**config.mk**
```make
export PLATFORM = sky130hd
export DESIGN_NAME = truth_table_extractor
export DESIGN_NICKNAME = d
export VERILOG_FILES = /design/src/rtl/truth_table_extractor.sv
export SDC_FILE = /design/constraint.sdc
export NUM_CORES = 1
export LEC_CHECK = 0
export CAP_MARGIN = 15
export CORE_MARGIN = 8
export CORE_UTILIZATION = 56
export CTS_CLUSTER_SIZE = 20
export DETAILED_ROUTE_END_ITERATION = 10
export PLACE_DENSITY = 0.86
export SETUP_SLACK_MARGIN = 0.05
export SYNTH_ARGS = -nofsm -noshare
export SYNTH_HDL_FRONTEND = slang
export SYNTH_SLANG_ARGS = --single-unit
export TNS_END_PERCENT = 10
```
**constraint.sdc**
```tcl
create_clock -name clk -period 4.2 [get_ports clk]
set_input_delay 0.42 -clock clk [delete_from_list [all_inputs] [get_ports clk]]
set_output_delay 0.42 -clock clk [all_outputs]
set_load 0.1 [all_outputs]
```
**src/rtl/truth_table_extractor.sv**
```systemverilog
// truth_table_extractor
//   Recovers the truth-table code of an N_IN-input, single-output combinational
//   circuit. Each input row is driven in turn, dut_out is ignored for
//   SETTLE_CYCLES edges, then sampled on SAMPLES edges and majority voted.
//   Row 0 (all inputs low) lands in the MSB of the code. The recovered code is
//   optionally compared against an expected code captured at start.
// Ports
//   clk, rst    rising-edge clock, asynchronous active-high reset
//   start       begin extraction (accepted only when idle)
//   exp_code    expected code, captured when start is accepted
//   dut_out     output of the circuit under characterisation
//   in_drive    circuit inputs, in_drive[N_IN-1] is the row MSB
//   busy        high from start acceptance until done
//   done        one-cycle pulse when tt_code is updated
//   tt_code     recovered code, held until the next done
//   match       tt_code equals the captured exp_code (valid while code_valid)
//   code_valid  high once any extraction has completed since reset
module truth_table_extractor #(
  parameter int N_IN          = 3,
  parameter int SETTLE_CYCLES = 4,
  parameter int SAMPLES       = 3
) (
  input  logic                 clk,
  input  logic                 rst,
  input  logic                 start,
  input  logic [2**N_IN-1:0]   exp_code,
  input  logic                 dut_out,
  output logic [N_IN-1:0]      in_drive,
  output logic                 busy,
  output logic                 done,
  output logic [2**N_IN-1:0]   tt_code,
  output logic                 match,
  output logic                 code_valid
);

  localparam int unsigned W  = 2**N_IN;
  localparam int unsigned SW = (SETTLE_CYCLES > 1) ? $clog2(SETTLE_CYCLES) : 1;
  localparam int unsigned CW = (SAMPLES > 1) ? $clog2(SAMPLES) : 1;
  localparam int unsigned VW = $clog2(SAMPLES + 1);

  typedef enum logic [1:0] {S_IDLE, S_SETTLE, S_SAMPLE, S_DONE} state_t;

  state_t          state_q, state_d;
  logic [N_IN:0]   row_q, row_d;
  logic [SW-1:0]   settle_q, settle_d;
  logic [CW-1:0]   samp_q, samp_d;
  logic [VW-1:0]   ones_q, ones_d;
  logic [W-1:0]    shadow_q, shadow_d;
  logic [W-1:0]    exp_q, exp_d;
  logic [W-1:0]    tt_q, tt_d;
  logic            match_q, match_d;
  logic            valid_q, valid_d;
  logic            busy_q, busy_d;
  logic            done_q, done_d;

  // Vote including the sample taken on the current edge.
  logic [VW:0]     ones_sum;
  logic            row_bit;
  logic [N_IN-1:0] bit_idx;
  logic [W-1:0]    shadow_bit;

  always_comb begin
    ones_sum   = {1'b0, ones_q} + (VW+1)'(dut_out);
    row_bit    = ones_sum > (VW+1)'(SAMPLES / 2);
    // W-1-r equals the bitwise inverse of r for r < W.
    bit_idx    = ~row_q[N_IN-1:0];
    shadow_bit = shadow_q;
    shadow_bit[bit_idx] = row_bit;

    state_d  = state_q;
    row_d    = row_q;
    settle_d = settle_q;
    samp_d   = samp_q;
    ones_d   = ones_q;
    shadow_d = shadow_q;
    exp_d    = exp_q;
    tt_d     = tt_q;
    match_d  = match_q;
    valid_d  = valid_q;
    busy_d   = busy_q;
    done_d   = 1'b0;

    case (state_q)
      S_IDLE: begin
        if (start) begin
          busy_d   = 1'b1;
          row_d    = '0;
          exp_d    = exp_code;
          shadow_d = '0;
          settle_d = '0;
          samp_d   = '0;
          ones_d   = '0;
          state_d  = (SETTLE_CYCLES == 0) ? S_SAMPLE : S_SETTLE;
        end
      end
      S_SETTLE: begin
        if (settle_q == SW'(SETTLE_CYCLES - 1)) begin
          settle_d = '0;
          state_d  = S_SAMPLE;
        end else begin
          settle_d = settle_q + 1'b1;
        end
      end
      S_SAMPLE: begin
        if (samp_q == CW'(SAMPLES - 1)) begin
          samp_d   = '0;
          ones_d   = '0;
          shadow_d = shadow_bit;
          if (row_q == (N_IN+1)'(W - 1)) begin
            tt_d    = shadow_bit;
            match_d = (shadow_bit == exp_q);
            valid_d = 1'b1;
            done_d  = 1'b1;
            busy_d  = 1'b0;
            row_d   = '0;
            state_d = S_DONE;
          end else begin
            row_d   = row_q + 1'b1;
            state_d = (SETTLE_CYCLES == 0) ? S_SAMPLE : S_SETTLE;
          end
        end else begin
          samp_d = samp_q + 1'b1;
          ones_d = ones_sum[VW-1:0];
        end
      end
      // Holds off a start arriving in the same cycle as done.
      S_DONE:  state_d = S_IDLE;
      default: state_d = S_IDLE;
    endcase
  end

  always_ff @(posedge clk or posedge rst) begin
    if (rst) begin
      state_q  <= S_IDLE;
      row_q    <= '0;
      settle_q <= '0;
      samp_q   <= '0;
      ones_q   <= '0;
      shadow_q <= '0;
      exp_q    <= '0;
      tt_q     <= '0;
      match_q  <= 1'b0;
      valid_q  <= 1'b0;
      busy_q   <= 1'b0;
      done_q   <= 1'b0;
    end else begin
      state_q  <= state_d;
      row_q    <= row_d;
      settle_q <= settle_d;
      samp_q   <= samp_d;
      ones_q   <= ones_d;
      shadow_q <= shadow_d;
      exp_q    <= exp_d;
      tt_q     <= tt_d;
      match_q  <= match_d;
      valid_q  <= valid_d;
      busy_q   <= busy_d;
      done_q   <= done_d;
    end
  end

  assign in_drive   = row_q[N_IN-1:0];
  assign busy       = busy_q;
  assign done       = done_q;
  assign tt_code    = tt_q;
  assign match      = match_q;
  assign code_valid = valid_q;

endmodule

```
# Word-level counts from Yosys, hierarchy flattened
# Cells that the tools add are included.
# word_totals
reg_bits	40
inputBits	12
elab_cells	71
out_inout_bits	15
# op_classes
n_bitwise	1
eq_ne	11
order_cmp	3
add_sub_neg	4
muxes	29
reduce_logical	11
# ops
op	count
2-to-1 mux 2 bit	8
2-to-1 mux 8 bit	2
case mux 8 bit (2 select lines)	1
2-to-1 mux 4 bit	3
case mux 2 bit (2 select lines)	3
AND reduction 3 bit	3
bitwise mux 8 bit	1
equality test 2 bit, second input constant	4
equality test 8 bit	1
!= test 2 bit, second input constant	4
case mux 2 bit (4 select lines)	1
case mux 4 bit (2 select lines)	1
2-to-1 mux 1 bit	7
AND reduction 2 bit	3
adder 2 x 1 -> 2 bit, second input constant	2
adder 4 x 1 -> 4 bit, second input constant	1
equality test 4 x 3 -> 1 bit, second input constant	1
less-than comparator 3 x 4 -> 1 bit, second input constant	1
AND reduction 4 bit	1
nonzero test 2 bit	2
adder 2 x 1 -> 3 bit	1
demux 1 bit (select 3 bit)	1
>= comparator 3 x 1 -> 1 bit, second input constant	1
greater-than comparator 3 x 1 -> 1 bit, second input constant	1
other kinds (5)	5

# Depth between registers and ports, before layout
# Gate-level depths: netlist of run 1.
# depth
depth_word	8
ltp_mapped	10
ltp_nobuf	8

# Least setup slack after synthesis of run 1
# No wires, ideal clock.
# synth_timing
path_kind	input port to flip-flop
startpoint	input port dut_out
endpoint	register match_q, in the netlist match
arrival_time_ns	1.929
setup_time_ns	0.092
slack_ns	2.179
t_required_ns	4.108
n_path_buf	1
cell_stages	9
path_cell_list	ha_1 > inv_1 > ha_1 > clkbuf_1 > inv_1 > mux2i_1 > nor2_1 > or4_1 > o31ai_2
# synth_between
elab_chain_cells	4
# synth_lines
element	line_no	text
from (decl)	27	input logic dut_out,
adder 2 x 1 -> 3 bit	63	ones_sum = {1'b0, ones_q} + (VW+1)'(dut_out);
greater-than comparator 3 x 1 -> 1 bit	64	row_bit = ones_sum > (VW+1)'(SAMPLES / 2);
bitwise mux 8 bit	68	shadow_bit[bit_idx] = row_bit;
equality test 8 bit	111	match_d = (shadow_bit == exp_q);
to (signal assigned)	155	match_q <= match_d;
to (decl)	51	logic match_q, match_d;
# Every way passes these cells.
# A chain may end at the register's enable or synchronous reset.

# Worst setup path in the final report of run 1
# layout_timing
startpoint	register row_q[0]
endpoint	output port in_drive[0]
# layout_rtl
element	line_no	text
from (decl)	44	logic [N_IN:0] row_q, row_d;
from (signal assigned)	148	row_q <= row_d;
to (decl)	28	output logic [N_IN-1:0] in_drive,
# No word-level cell between the ends.

==> impl_metrics.env, run 1 <==
export IMPL_status="complete, no violations"
export IMPL_drive_gt1_share_pct=5.809
export IMPL_placed_cell_area_mm2=0.002295
export IMPL_comb_power_share_pct=30.8
export IMPL_hold_violations=0
export IMPL_synth_seq_cells=40
export IMPL_insertion_delay_ns=0.36
export IMPL_cts_resized=0
export IMPL_vias=1698
export IMPL_cp_cell_sequence="clkdlybuf4s50_1"
export IMPL_synth_commonest_cells="46 x nand2_1, 40 x dfrtp_1, 19 x o21ai_0"
export IMPL_fp_dieH_um=76.50
export IMPL_routabilityCongestion=0.9227
export IMPL_fin_setup_tns_ns=0
export IMPL_setup_viol=0
export IMPL_grt_max_degree=25
export IMPL_grt_ovfl_total=0
export IMPL_clkSlewWorstSetupHoldPaths_ns=0.12
export IMPL_postRouteAntennaNets=0
export IMPL_worstMarginPinSlew_ns=0.9724
export IMPL_cp_arrival_ns=2.28
export IMPL_synth_edf_count=0
export IMPL_rsz0062_at_grt="false"
export IMPL_fill_cells=301
export IMPL_skew_ns=0.01416
export IMPL_postCtsHoldBufs=0
export IMPL_cts_buffers=5
export IMPL_port_buffers=26
export IMPL_layout_nets=256
export IMPL_grt_total_usage_pct=15.78
export IMPL_p_int_mw=0.7219
export IMPL_synthCells=220
export IMPL_seq_power_share_pct=47.0
export IMPL_die_area_mm2=0.005851
export IMPL_ioPinCount=27
export IMPL_synthArstFlopShare_pct=100.0
export IMPL_maxSlewHeadroom_pct=34.97
export IMPL_cts_root_buf="clkbuf_4"
export IMPL_period_needed_ns=2.698
export IMPL_ys_types=44
export IMPL_grt_pass1_wl_mm=7.638
export IMPL_cts_setup_buffers=0
export IMPL_syn_to_final_growth_pct=15.87
export IMPL_drt_iter0_drc=162
export IMPL_hold_path_class="input port to async pin"
export IMPL_p_per_area_mw_per_mm2=481.6
export IMPL_leakagePower_nw=1.066
export IMPL_yosysMostFrequentCell="nand2_1"
export IMPL_finalInstanceArea_mm2=0.002375
export IMPL_synth_main_ff_cell="dfrtp_1"
export IMPL_syn_cell_area_mm2=0.002049
export IMPL_crit_buf_inv=1
export IMPL_period_share_pct=64.24
export IMPL_pwr_share_clk_pct=22.1
export IMPL_avgSynthCellArea_um2=9.316
export IMPL_worstSetupStartpointType="register"
export IMPL_start_util_pct=57.27
export IMPL_drv_cap=0
export IMPL_dr_pass1_iters=4
export IMPL_antenna_cells=0
export IMPL_cts_buffer_depth=2
export IMPL_synth_top_area_share_pct=48.84
export IMPL_slew_violations=0
export IMPL_syn_nets=236
export IMPL_cts_sinks=40
export IMPL_seq_area_frac_synth_pct=48.84
export IMPL_p_sw_share_pct=36.88
export IMPL_fp_row_count=22
export IMPL_core_mm2=0.003578
export IMPL_max_stage_delay_ns=1.24
export IMPL_cp_max_fo=17
export IMPL_yosysWarnings=0
export IMPL_grt_antenna_before_repair=0
export IMPL_required_ns=3.78
export IMPL_totalWireLength_mm=4.435
export IMPL_fmax_ghz=0.3707
export IMPL_synth_area_leader_cell="dfrtp_1"
export IMPL_htreeDepth=2
export IMPL_routedWlPerCell_um=15.35
export IMPL_tritoncts="built"
export IMPL_cpLargestDelayFamily="buffers and inverters"
export IMPL_crit_slowest_cell="clkdlybuf4s50_1"
export IMPL_cp_end_kind="output pin"
export IMPL_vias_per_cell=5.875
export IMPL_drc=0
export IMPL_yosys_top_cells_area="dfrtp_1 49%, nand2_1 8.4%, a22o_1 4.7%"
export IMPL_p_sw_mw=0.4218
export IMPL_grt_pass1_vias=1628
export IMPL_utilization_pct=66.36
export IMPL_worst_ir_drop_vdd_uv=308.0
export IMPL_worst_setup_path_type="register to output pin"
export IMPL_die_w_um=76.50
export IMPL_dp_hpwl_mm=3.058
## cell type report
| cell class | count | area (um^2) | area share [%] |
|---|---|---|---|
| repair buffers | 27 | 267.8 | 11.28 |
| multi-input cells | 155 | 924.6 | 38.94 |
| clock buffers | 5 | 37.54 | 1.581 |
| inverters | 11 | 41.29 | 1.739 |
| clock inverters | 3 | 42.54 | 1.791 |
| flip-flops and latches | 40 | 1001 | 42.15 |
| well taps | 48 | 60.06 | 2.529 |
## logic make-up (layout without fill, tap and decap cells)
| group | count (synthesis) | after routing | synth area share (%) |
|---|---|---|---|
| mux | 2 | 2 | 1.038 |
| xor+xnor | 5 | 5 | 2.137 |
| simple gates | 89 | 89 | 21.31 |
| flops | 40 | 40 | 48.84 |
| fa+ha+maj | 4 | 4 | 2.442 |
| buf+inv | 25 | 46 | 6.044 |
| compound gates | 55 | 55 | 18.19 |
## per-layer routing
layer | vias to the layer above | GRT usage (%) | routed length, um
li1 | 808 | - | -
met1 | 812 | 19.63 | 1946
met2 | 66 | 24.85 | 2110
met3 | 12 | 4.481 | 304
met4 | 0 | 6.923 | 74
met5 | - | 0 | 0
## registers in the layout (all words and copies together), names as in the netlist, 2 cells and up
| register | cells |
|---|---|
| shadow_q | 8 |
| state_q | 2 |
| samp_q | 2 |
| tt_code | 8 |
| ones_q | 2 |
| settle_q | 2 |
| exp_q | 8 |
| row_q | 4 |
## power by group through the flow
stage | sequential, mW | combinational, mW | clock (mW)
final | 0.538 | 0.352 | 0.253
after global placement | 0.536 | 0.338 | 0
after CTS | 0.534 | 0.351 | 0.255
after floorplan | 0.539 | 0.266 | 0
after global routing | 0.548 | 0.397 | 0.267
after detailed placement | 0.542 | 0.349 | 0
## cell usage in the layout (no fill, tap or decap), types with 2 or more instances in the layout
cell / instances
nand3_1: 7
o21ai_1: 5
o21ai_0: 19
clkbuf_4: 5
nor2b_1: 2
xnor2_1: 2
nand4_1: 3
a32o_1: 2
nand3b_1: 3
xor2_1: 3
a31oi_1: 2
a21oi_1: 5
and3b_1: 2
nor3_1: 5
clkdlybuf4s50_1: 26
inv_1: 10
nor3b_1: 4
o31ai_1: 2
a22o_1: 11
nand2_1: 46
nor2_1: 10
dfrtp_1: 40
ha_1: 4
## final timing paths
check / start / endpoint / slack (ns) / cells after the start
worst min-delay path: rst / tt_code[3]$_DFFE_PP0P_ / 0.41 / 2
max in group asynchronous: rst / tt_code[0]$_DFFE_PP0P_ / 3.05 / 3
worst max register to register: row_q[0]$_DFFE_PP0P_ / match$_DFFE_PP0P_ / 1.82 / 6
worst max-delay path: row_q[0]$_DFFE_PP0P_ / in_drive[0] / 1.50 / 1
worst min register to register: code_valid$_DFFE_PP0P_ / code_valid$_DFFE_PP0P_ / 0.48 / 1
min in group clk: code_valid$_DFFE_PP0P_ / code_valid$_DFFE_PP0P_ / 0.48 / 1
## through the flow
| stage | setup slack [ns] | total power [mW] | instances | hold WS (ns) |
|---|---|---|---|---|
| finish | 1.502 | 1.144 | 289 | 0.4144 |
| global route | 1.461 | 1.212 | 289 | 0.4950 |
| CTS | 1.505 | 1.140 | 289 | 0.4403 |
| detailed placement | 1.443 | 0.8910 | 281 | 0.4514 |
| global placement | 1.522 | 0.8733 | 281 | 0.4479 |
| floorplan | 2.179 | 0.8045 | 220 | 0.4593 |
Power figures use the tool's default switching activity.
==> inputs of run 2 (changes only) <==
--- a/config.mk
+++ b/config.mk
@@ -7,10 +7,10 @@
 export LEC_CHECK = 0
 export CAP_MARGIN = 15
 export CORE_MARGIN = 8
-export CORE_UTILIZATION = 56
+export CORE_UTILIZATION = 54
 export CTS_CLUSTER_SIZE = 20
 export DETAILED_ROUTE_END_ITERATION = 10
-export PLACE_DENSITY = 0.86
+export PLACE_DENSITY = 0.83
 export SETUP_SLACK_MARGIN = 0.05
 export SYNTH_ARGS = -nofsm -noshare
 export SYNTH_HDL_FRONTEND = slang
==> constraint.sdc (replaced) <==
create_clock -name clk -period 2.67 [get_ports clk]
set_input_delay 0.267 -clock clk [delete_from_list [all_inputs] [get_ports clk]]
set_output_delay 0.267 -clock clk [all_outputs]
set_load 0.1 [all_outputs]
==> run 2 against run 1 <==
Setup slack worse by 0.98 ns. Clock skew is 0.0061 ns lower. Clock power is 89% higher. Sequential power is 55% higher. Critical path depth is 8 higher. Critical endpoint is now match$_DFFE_PP0P_. Register-to-register slack worse by 1.3 ns. Cell count is 2.1% higher.
==> impl_metrics.env, run 2 (synthesis gave the netlist of run 1 again) <==
export IMPL_cp_end_kind="register"
export IMPL_htreeDepth=2
export IMPL_routedWlPerCell_um=14.74
export IMPL_worstSetupStartpointType="input port"
export IMPL_pwr_share_clk_pct=25.5
export IMPL_vias=1678
export IMPL_grt_max_degree=41
export IMPL_drt_iter0_drc=151
export IMPL_fp_dieH_um=77.61
export IMPL_p_int_mw=1.228
export IMPL_cp_max_fo=10
export IMPL_start_util_pct=55.98
export IMPL_final_common_cell="nand2_1"
export IMPL_cp_depth=9
export IMPL_port_buffers=26
export IMPL_die_w_um=77.61
export IMPL_antenna_cells=0
export IMPL_drive_gt1_share_pct=13.77
export IMPL_cts_setup_buffers=0
export IMPL_comb_power_share_pct=30.1
export IMPL_p_per_area_mw_per_mm2=779.4
export IMPL_tritoncts="built"
export IMPL_cts_resized=0
export IMPL_dp_cells=287
export IMPL_core_mm2=0.003661
export IMPL_utilization_pct=65.82
export IMPL_power_total_mw=1.878
export IMPL_worst_ir_drop_vdd_uv=671.6
export IMPL_grt_pass1_wl_mm=7.534
export IMPL_slew_violations=0
export IMPL_postCtsHoldBufs=0
export IMPL_crit_buf_inv=3
export IMPL_setup_viol=0
export IMPL_cts_sinks=40
export IMPL_p_sw_mw=0.6504
export IMPL_cpLargestDelayFamily="simple AND/OR/NAND/NOR gates"
export IMPL_cts_buffer_depth=2
export IMPL_status="complete, no violations"
export IMPL_skew_ns=0.008043
export IMPL_worst_setup_path_type="input port to register"
export IMPL_insertion_delay_ns=0.29
export IMPL_p_sw_share_pct=34.63
export IMPL_ioPinCount=27
export IMPL_leakagePower_nw=1.133
export IMPL_totalWireLength_mm=4.348
export IMPL_grt_antenna_before_repair=0
export IMPL_reg2regPathDepth=6
export IMPL_hold_path_class="input port to async pin"
export IMPL_rsz0062_at_grt="false"
export IMPL_required_ns=2.88
export IMPL_grt_ovfl_total=0
export IMPL_mostFrequentLayoutCells="46 x nand2_1, 40 x dfrtp_1, 22 x buf_4"
export IMPL_layout_cells_non_filler=295
export IMPL_cp_arrival_ns=2.37
export IMPL_fmax_ghz=0.4646
export IMPL_cts_root_buf="clkbuf_8"
export IMPL_drc=0
export IMPL_dr_pass1_iters=4
export IMPL_dp_hpwl_mm=3.149
export IMPL_seq_power_share_pct=44.5
export IMPL_drv_cap=0
export IMPL_max_stage_delay_ns=0.53
export IMPL_worstMarginPinSlew_ns=0.5511
export IMPL_fp_row_count=22
export IMPL_die_area_mm2=0.006023
export IMPL_grt_total_usage_pct=15.35
export IMPL_layout_nets=262
export IMPL_period_needed_ns=2.152
export IMPL_vias_per_cell=5.688
export IMPL_maxSlewHeadroom_pct=63.13
export IMPL_cp_cell_sequence="clkdlybuf4s50_1, ha_1, inv_1, ha_1, inv_1, mux2i_1, nor2_1, or4_1, o31ai_2"
export IMPL_routabilityCongestion=0.9264
export IMPL_clkSlewWorstSetupHoldPaths_ns=0.07
export IMPL_syn_to_final_growth_pct=17.58
export IMPL_fill_cells=325
export IMPL_grt_pass1_vias=1672
export IMPL_hold_violations=0
export IMPL_crit_slowest_cell="or4_1"
export IMPL_cts_buffers=5
export IMPL_fin_setup_tns_ns=0
export IMPL_period_share_pct=80.61
export IMPL_postRouteAntennaNets=0
## run 2: path summary, 6_finish.rpt
| check | start | end | slack, ns |
|---|---|---|---|
| worst max-delay path | dut_out | match$_DFFE_PP0P_ | 0.52 |
| worst min-delay path | rst | tt_code[3]$_DFFE_PP0P_ | 0.39 |
| worst max register to register | row_q[0]$_DFFE_PP0P_ | match$_DFFE_PP0P_ | 0.54 |
| worst min register to register | code_valid$_DFFE_PP0P_ | code_valid$_DFFE_PP0P_ | 0.47 |
| max in group asynchronous | rst | shadow_q[0]$_DFFE_PP0P_ | 1.95 |
| min in group clk | code_valid$_DFFE_PP0P_ | code_valid$_DFFE_PP0P_ | 0.47 |
## run 2: metrics by stage
| stage | cell area [um^2] | setup slack (ns) | hold WS [ns] |
|---|---|---|---|
| after floorplan | 2049 | 0.7145 | 0.3724 |
| after global placement | 2302 | 0.2631 | 0.4499 |
| after detailed placement | 2302 | 0.2086 | 0.4535 |
| after CTS | 2410 | 0.5447 | 0.4024 |
| after global routing | 2410 | 0.3972 | 0.4378 |
| final | 2410 | 0.5178 | 0.3879 |
## run 2: final cells by class
cell class	instances	area, um^2	share of cell area (%)
flip-flops and latches	40	1001	41.54
multi-input cells	155	924.6	38.37
repair buffers	33	275.3	11.42
clock buffers	6	72.57	3.011
well taps	48	60.06	2.492
inverters	11	41.29	1.713
clock inverters	2	35.03	1.454
## run 2: routing by layer
layer	global-route usage (%)	vias up	wire, um
li1	-	824	-
met3	4.032	6	279
met4	8.679	0	72
met5	0	-	0
met1	18.99	787	2064
met2	23.73	61	1932
## run 2: tightest hold or removal path, cell delays in order
cell and delay, ns:
clkdlybuf4s50_1 0.39, inv_1 0.05, buf_4 0.41
## run 2: power groups by stage
stage                     registers (mW)  clock network (mW)  logic (mW)
after detailed placement           0.846                   0       0.563
after CTS                          0.834               0.490       0.567
after floorplan                    0.847                   0       0.418
after global routing               0.855               0.514       0.640
final                              0.836               0.478       0.565
after global placement             0.842                   0       0.545
==> RTL edit 1, RTL diff (settings of run 1) <==
Take the reset off `tt_q` and load it in a clocked block of its own.
--- a/src/rtl/truth_table_extractor.sv
+++ b/src/rtl/truth_table_extractor.sv
@@ -140,3 +140,2 @@
       exp_q    <= '0;
-      tt_q     <= '0;
       match_q  <= 1'b0;
@@ -153,3 +152,2 @@
       exp_q    <= exp_d;
-      tt_q     <= tt_d;
       match_q  <= match_d;
@@ -159,2 +157,6 @@
     end
+  end
+
+  always_ff @(posedge clk) begin
+    tt_q <= tt_d;
   end
Function: no difference found for any inputs over 10 cycles, from zero or initial values and one cycle with rst high; that may be too few to reach the edited logic, so the function may still have changed.
==> RTL edit 1 against run 1 <==
- power is 5.2% higher
- worst hold slack better by 0.015 ns
- synthesized cell count down 10%
- sequential cell count unchanged
- design area is 2.4% lower
- register-to-register slack lost 0.05 ns
- synthesized area shrank 2.7%
- clock skew fell by 0.0065 ns
- sequential power increased by 4.1%
- setup slack worse by 0.025 ns
- routed wire length down 12%
- final cell count is 7.6% lower
- critical path type unchanged
- largest cell class unchanged
- largest power group unchanged
- highest routed layer unchanged
==> RTL edit 1: results (changes against run 1) <==
| Metric | Value |
|---|---|
| EDFF count, synth | 8 (was 0) |
| Layout cells sized above 1 | 5.882% (was 5.809%) |
| Share of flip-flops with an asynchronous set or reset | 80.00% (was 100.0%) |
| Hpwl dp | 2829 um (was 3058 um) |
| Non-Filler Instances | 267 (was 289) |
| Dpl cells | 259 (was 281) |
| RD Place Congestion | 0.9261 (was 0.9227) |
| Number of CTS-inserted buffers | 5 (unchanged) |
| Synth area leaders | dfrtp_1, edfxtp_1, nand2_1 (was dfrtp_1, nand2_1, a22o_1) |
| Number of DRC markers in iteration 0 | 40 (was 162) |
| Post-synth top cells | nand2_1, dfrtp_1, o21ai_0 (unchanged) |
| Total wire length | 3883 um (was 4435 um) |
| Syn_area_per_cell | 10.07 um^2 (was 9.316 um^2) |
| First-pass GRT wire length | 6389 um (was 7638 um) |
| P_leak | 0.001008 uW (was 0.001066 uW) |
| Setup slack, reg-to-reg | 1.77 ns (was 1.82 ns) |
| Worst Path Arrival | 2.30 ns (was 2.28 ns) |
| Run status | completed (unchanged) |
| Pre-Repair DR Iteration Count | 4 (unchanged) |
| Net Sw Power | 440.3 uW (was 421.8 uW) |
| Routed vias/inst | 5.674 (was 5.875) |
| Yosys cell types | 40 (was 44) |
| Fin Clk Skew | 0.007705 ns (was 0.01416 ns) |
| Post-CTS Setup Inserts | 0 (unchanged) |
| Sequential area share after synthesis | 52.23% (was 48.84%) |
| IR drop worst, VDD | 0.0003573 V (was 0.0003080 V) |
| Worst slew margin | 35.16% (was 34.97%) |
| RR Startpoint | state_q[1]$_DFFE_PP0P_ (was row_q[0]$_DFFE_PP0P_) |
| Vias in the first global route | 1382 (was 1628) |
| Largest net degree at the start of global routing | 33 (was 25) |
| Final net count | 236 (was 256) |
| Max Fanout on Critical Path | 18 (was 17) |
| Mapped Nets | 214 (was 236) |
| Place WS | 1.572 ns (was 1.443 ns) |
| Cts repair resizes | 0 (unchanged) |
| # fillers | 256 (was 301) |
| Total GRT Usage | 14.95% (was 15.78%) |
[RTL edit 1: changes by cell type after synthesis, moves of 5 or more]
cell,before,now
dfrtp_1,40,32
edfxtp_1,0,8
nand2_1,46,36
o21ai_0,19,13
o21ai_1,5,0
[RTL edit 1: power groups by stage]
stage | Combinational [uW] | Clock, uW | Sequential, uW
after floorplan | 340 | 0 | 531
after global placement | 378 | 0 | 564
after detailed placement | 391 | 0 | 569
after CTS | 394 | 253 | 560
after global routing | 432 | 271 | 574
final | 391 | 251 | 560
[RTL edit 1: metrics by stage]
step / hold WS (ns) / utilization (%) / total power (uW) / area, um^2
2_1_floorplan: 0.4614 / - / 871.3 / 1993
3_3_place_gp: 0.4527 / 66.04 / 942.7 / 2238
3_5_place_dp: 0.4559 / 66.04 / 959.8 / 2238
4_1_cts: 0.4386 / 68.40 / 1206 / 2318
5_1_grt: 0.4615 / 68.40 / 1278 / 2318
6_report: 0.4293 / 68.40 / 1203 / 2318
[RTL edit 1: logic make-up after synthesis]
logic type,Yosys count,synth area share (%)
flops,40,52.23
mux,4,2.072
xor+xnor,3,1.319
buf+inv,25,6.654
fa+ha+maj,4,2.511
compound gates,45,16.32
simple gates,77,18.90
[RTL edit 1: final cells by class]
type	instances	area, um^2	area share, %
Tap cell	46	57.56	2.482
Sequential cell	40	1041	44.90
Clock buffer	5	37.54	1.619
Timing Repair Buffer	28	275.3	11.87
Clock inverter	3	42.54	1.835
Inverter	12	45.04	1.943
Multi-Input combinational cell	133	819.5	35.35
[RTL edit 1: worst max path at each step]
stage                                     from  slack [ns]           endpoint  cells after the start
after floorplan                        dut_out        2.30  match$_DFFE_PP0P_                      9
after global placement                 dut_out        1.60  match$_DFFE_PP0P_                      8
after detailed placement               dut_out        1.57  match$_DFFE_PP0P_                      9
after CTS                 row_q[2]$_DFFE_PP0P_        1.47        in_drive[2]                      1
after global routing      row_q[2]$_DFFE_PP0P_        1.40        in_drive[2]                      1
final                     row_q[2]$_DFFE_PP0P_        1.48        in_drive[2]                      1
[RTL edit 1: per-layer routing]
metal / vias up / GRT usage, % / share of wire (%)
li1: 746 / - / -
met1: 716 / 18.31 / 43
met2: 45 / 23.78 / 48
met3: 8 / 5.000 / 7.1
met4: 0 / 5.757 / 1.8
met5: - / 0 / 0
[RTL edit 1: tightest hold or removal path: stages]
cell	delay, ns
clkdlybuf4s50_1	0.39
inv_1	0.05
buf_4	0.35
==> RTL edit 2, RTL diff (config.mk and constraints of run 1) <==
Without the edit above. The parameter `SAMPLES` goes from 3 to 6.
--- a/src/rtl/truth_table_extractor.sv
+++ b/src/rtl/truth_table_extractor.sv
@@ -20,3 +20,3 @@
   parameter int SETTLE_CYCLES = 4,
-  parameter int SAMPLES       = 3
+  parameter int SAMPLES       = 6
 ) (
Function: changed (a bounded check fails within 10 cycles, from zero or initial values and one cycle with rst high).
==> RTL edit 2 against run 1 <==
- count of clock-buffer cells in the layout increased by 2
- power is 16% higher
- synthesized cell count fell by 4.5%
- utilization up 2.0 points
- setup slack got worse by 0.012 ns
- die area is 5.1% higher
- fmax decreased by 0.44%
- sequential cell count is 2 higher
- clock power shrank 4%
- synthesized area is 6.5% higher
- first-iteration DRC count decreased by 36%
- routed wire length increased by 3.5%
- design area increased by 7.0%
- highest routed layer unchanged
==> RTL edit 2: results (changes against run 1) <==
| Metric | Value |
|---|---|
| Run status | completed (unchanged) |
| RR Startpoint | ones_q[0]$_DFFE_PP0P_ (was row_q[0]$_DFFE_PP0P_) |
| Post-synthesis mux area share | 8.945% (was 1.038%) |
| Total GRT Usage | 15.94% (was 15.78%) |
| Post-CTS Setup Inserts | 0 (unchanged) |
| Layout cells sized above 1 | 10.73% (was 5.809%) |
| Setup slack, reg-to-reg | 1.87 ns (was 1.82 ns) |
| Compound-gate portion of the synthesized area | 16.97% (was 18.19%) |
| RR Endpoint | shadow_q[6]$_DFFE_PP0P_ (was match$_DFFE_PP0P_) |
| Max Cap Viol | 0 (unchanged) |
| Post-synth top cells | dfrtp_1, a21oi_1, nand2_1 (was nand2_1, dfrtp_1, o21ai_0) |
| Non-Filler Instances | 281 (was 289) |
| Cts repair resizes | 0 (unchanged) |
| Clk network pwr share | 18.3% (was 22.1%) |
| Mapped Nets | 226 (was 236) |
| Number of DRC markers in iteration 0 | 103 (was 162) |
| Post-DP Area | 2437 um^2 (was 2295 um^2) |
| Fin Clk Skew | 0.001750 ns (was 0.01416 ns) |
| Reg clk slew, reported paths | 0.07 ns (was 0.12 ns) |
| Synth Flop Type | dfrtp_1 (unchanged) |
| IR drop worst, VDD | 0.0003308 V (was 0.0003080 V) |
| Hpwl dp | 3250 um (was 3058 um) |
| Synth Area in Adders | 2.294% (was 2.442%) |
| Largest net degree at the start of global routing | 28 (was 25) |
| First-pass GRT wire length | 7872 um (was 7638 um) |
| Worst-Skew Late Latency | 0.29 ns (was 0.36 ns) |
| End of the critical path | in_drive[2] (was in_drive[0]) |
| Max Fanout on Critical Path | 19 (was 17) |
| Hold_ws | 0.4559 ns (was 0.4144 ns) |
| Place WS | 1.441 ns (was 1.443 ns) |
| Seq pwr share | 46.7% (was 47.0%) |
| Reg2Reg Depth | 6 (unchanged) |
| DR WL/cell | 16.34 um (was 15.35 um) |
| Critical-path top delay cell | clkdlybuf4s50_1 (unchanged) |
| Slew at the pin closest to its max-slew limit | 0.9818 ns (was 0.9724 ns) |
| Synth area leaders | dfrtp_1, mux2_2, a21oi_1 (was dfrtp_1, nand2_1, a22o_1) |
| Crit. Startpoint | row_q[2]$_DFFE_PP0P_ (was row_q[0]$_DFFE_PP0P_) |
| Xor and xnor area share after synthesis | 3.211% (was 2.137%) |
| Routed vias/inst | 5.833 (was 5.875) |
| Final net count | 249 (was 256) |
| Pre-Repair DR Iteration Count | 5 (was 4) |
| Sequential area share after synthesis | 48.17% (was 48.84%) |
| Dpl cells | 273 (was 281) |
| Comb pwr | 463 uW (was 352 uW) |
| CTS root buf | clkbuf_8 (was clkbuf_4) |
| Slowest cell delay on critical path | 1.26 ns (was 1.24 ns) |
| P_leak | 0.001146 uW (was 0.001066 uW) |
| Post-Synthesis Cells | 210 (was 220) |
| RD Place Congestion | 0.8311 (was 0.9227) |
| Crit path time final | 2.710 ns (was 2.698 ns) |
| Sw Share | 38.35% (was 36.88%) |
-- RTL edit 2: cell count changes after synthesis, sizes merged, moves of 4 or more --
cell / before / now
nor2b: 2 / 6
a21oi: 5 / 18
nand3: 7 / 1
mux2: 1 / 12
o22ai: 1 / 7
mux2i: 1 / 6
o21ai: 24 / 12
xor2: 3 / 8
a22o: 11 / 5
nand2: 46 / 14
-- RTL edit 2: area by class of cell --
cell class	instances	area [um^2]
flip-flops and latches	42	1051
clock buffers	7	76.32
well taps	48	60.06
repair buffers	28	295.3
multi-input cells	147	1025
inverters	9	33.78
fillers	296	1175
-- RTL edit 2: layer usage --
| metal | track usage (%) | part of all wire (%) |
|---|---|---|
| met3 | 4.214 | 6.1 |
| met5 | 0 | 0 |
| met2 | 23.36 | 45 |
| met4 | 8.148 | 2.8 |
| met1 | 21.20 | 46 |
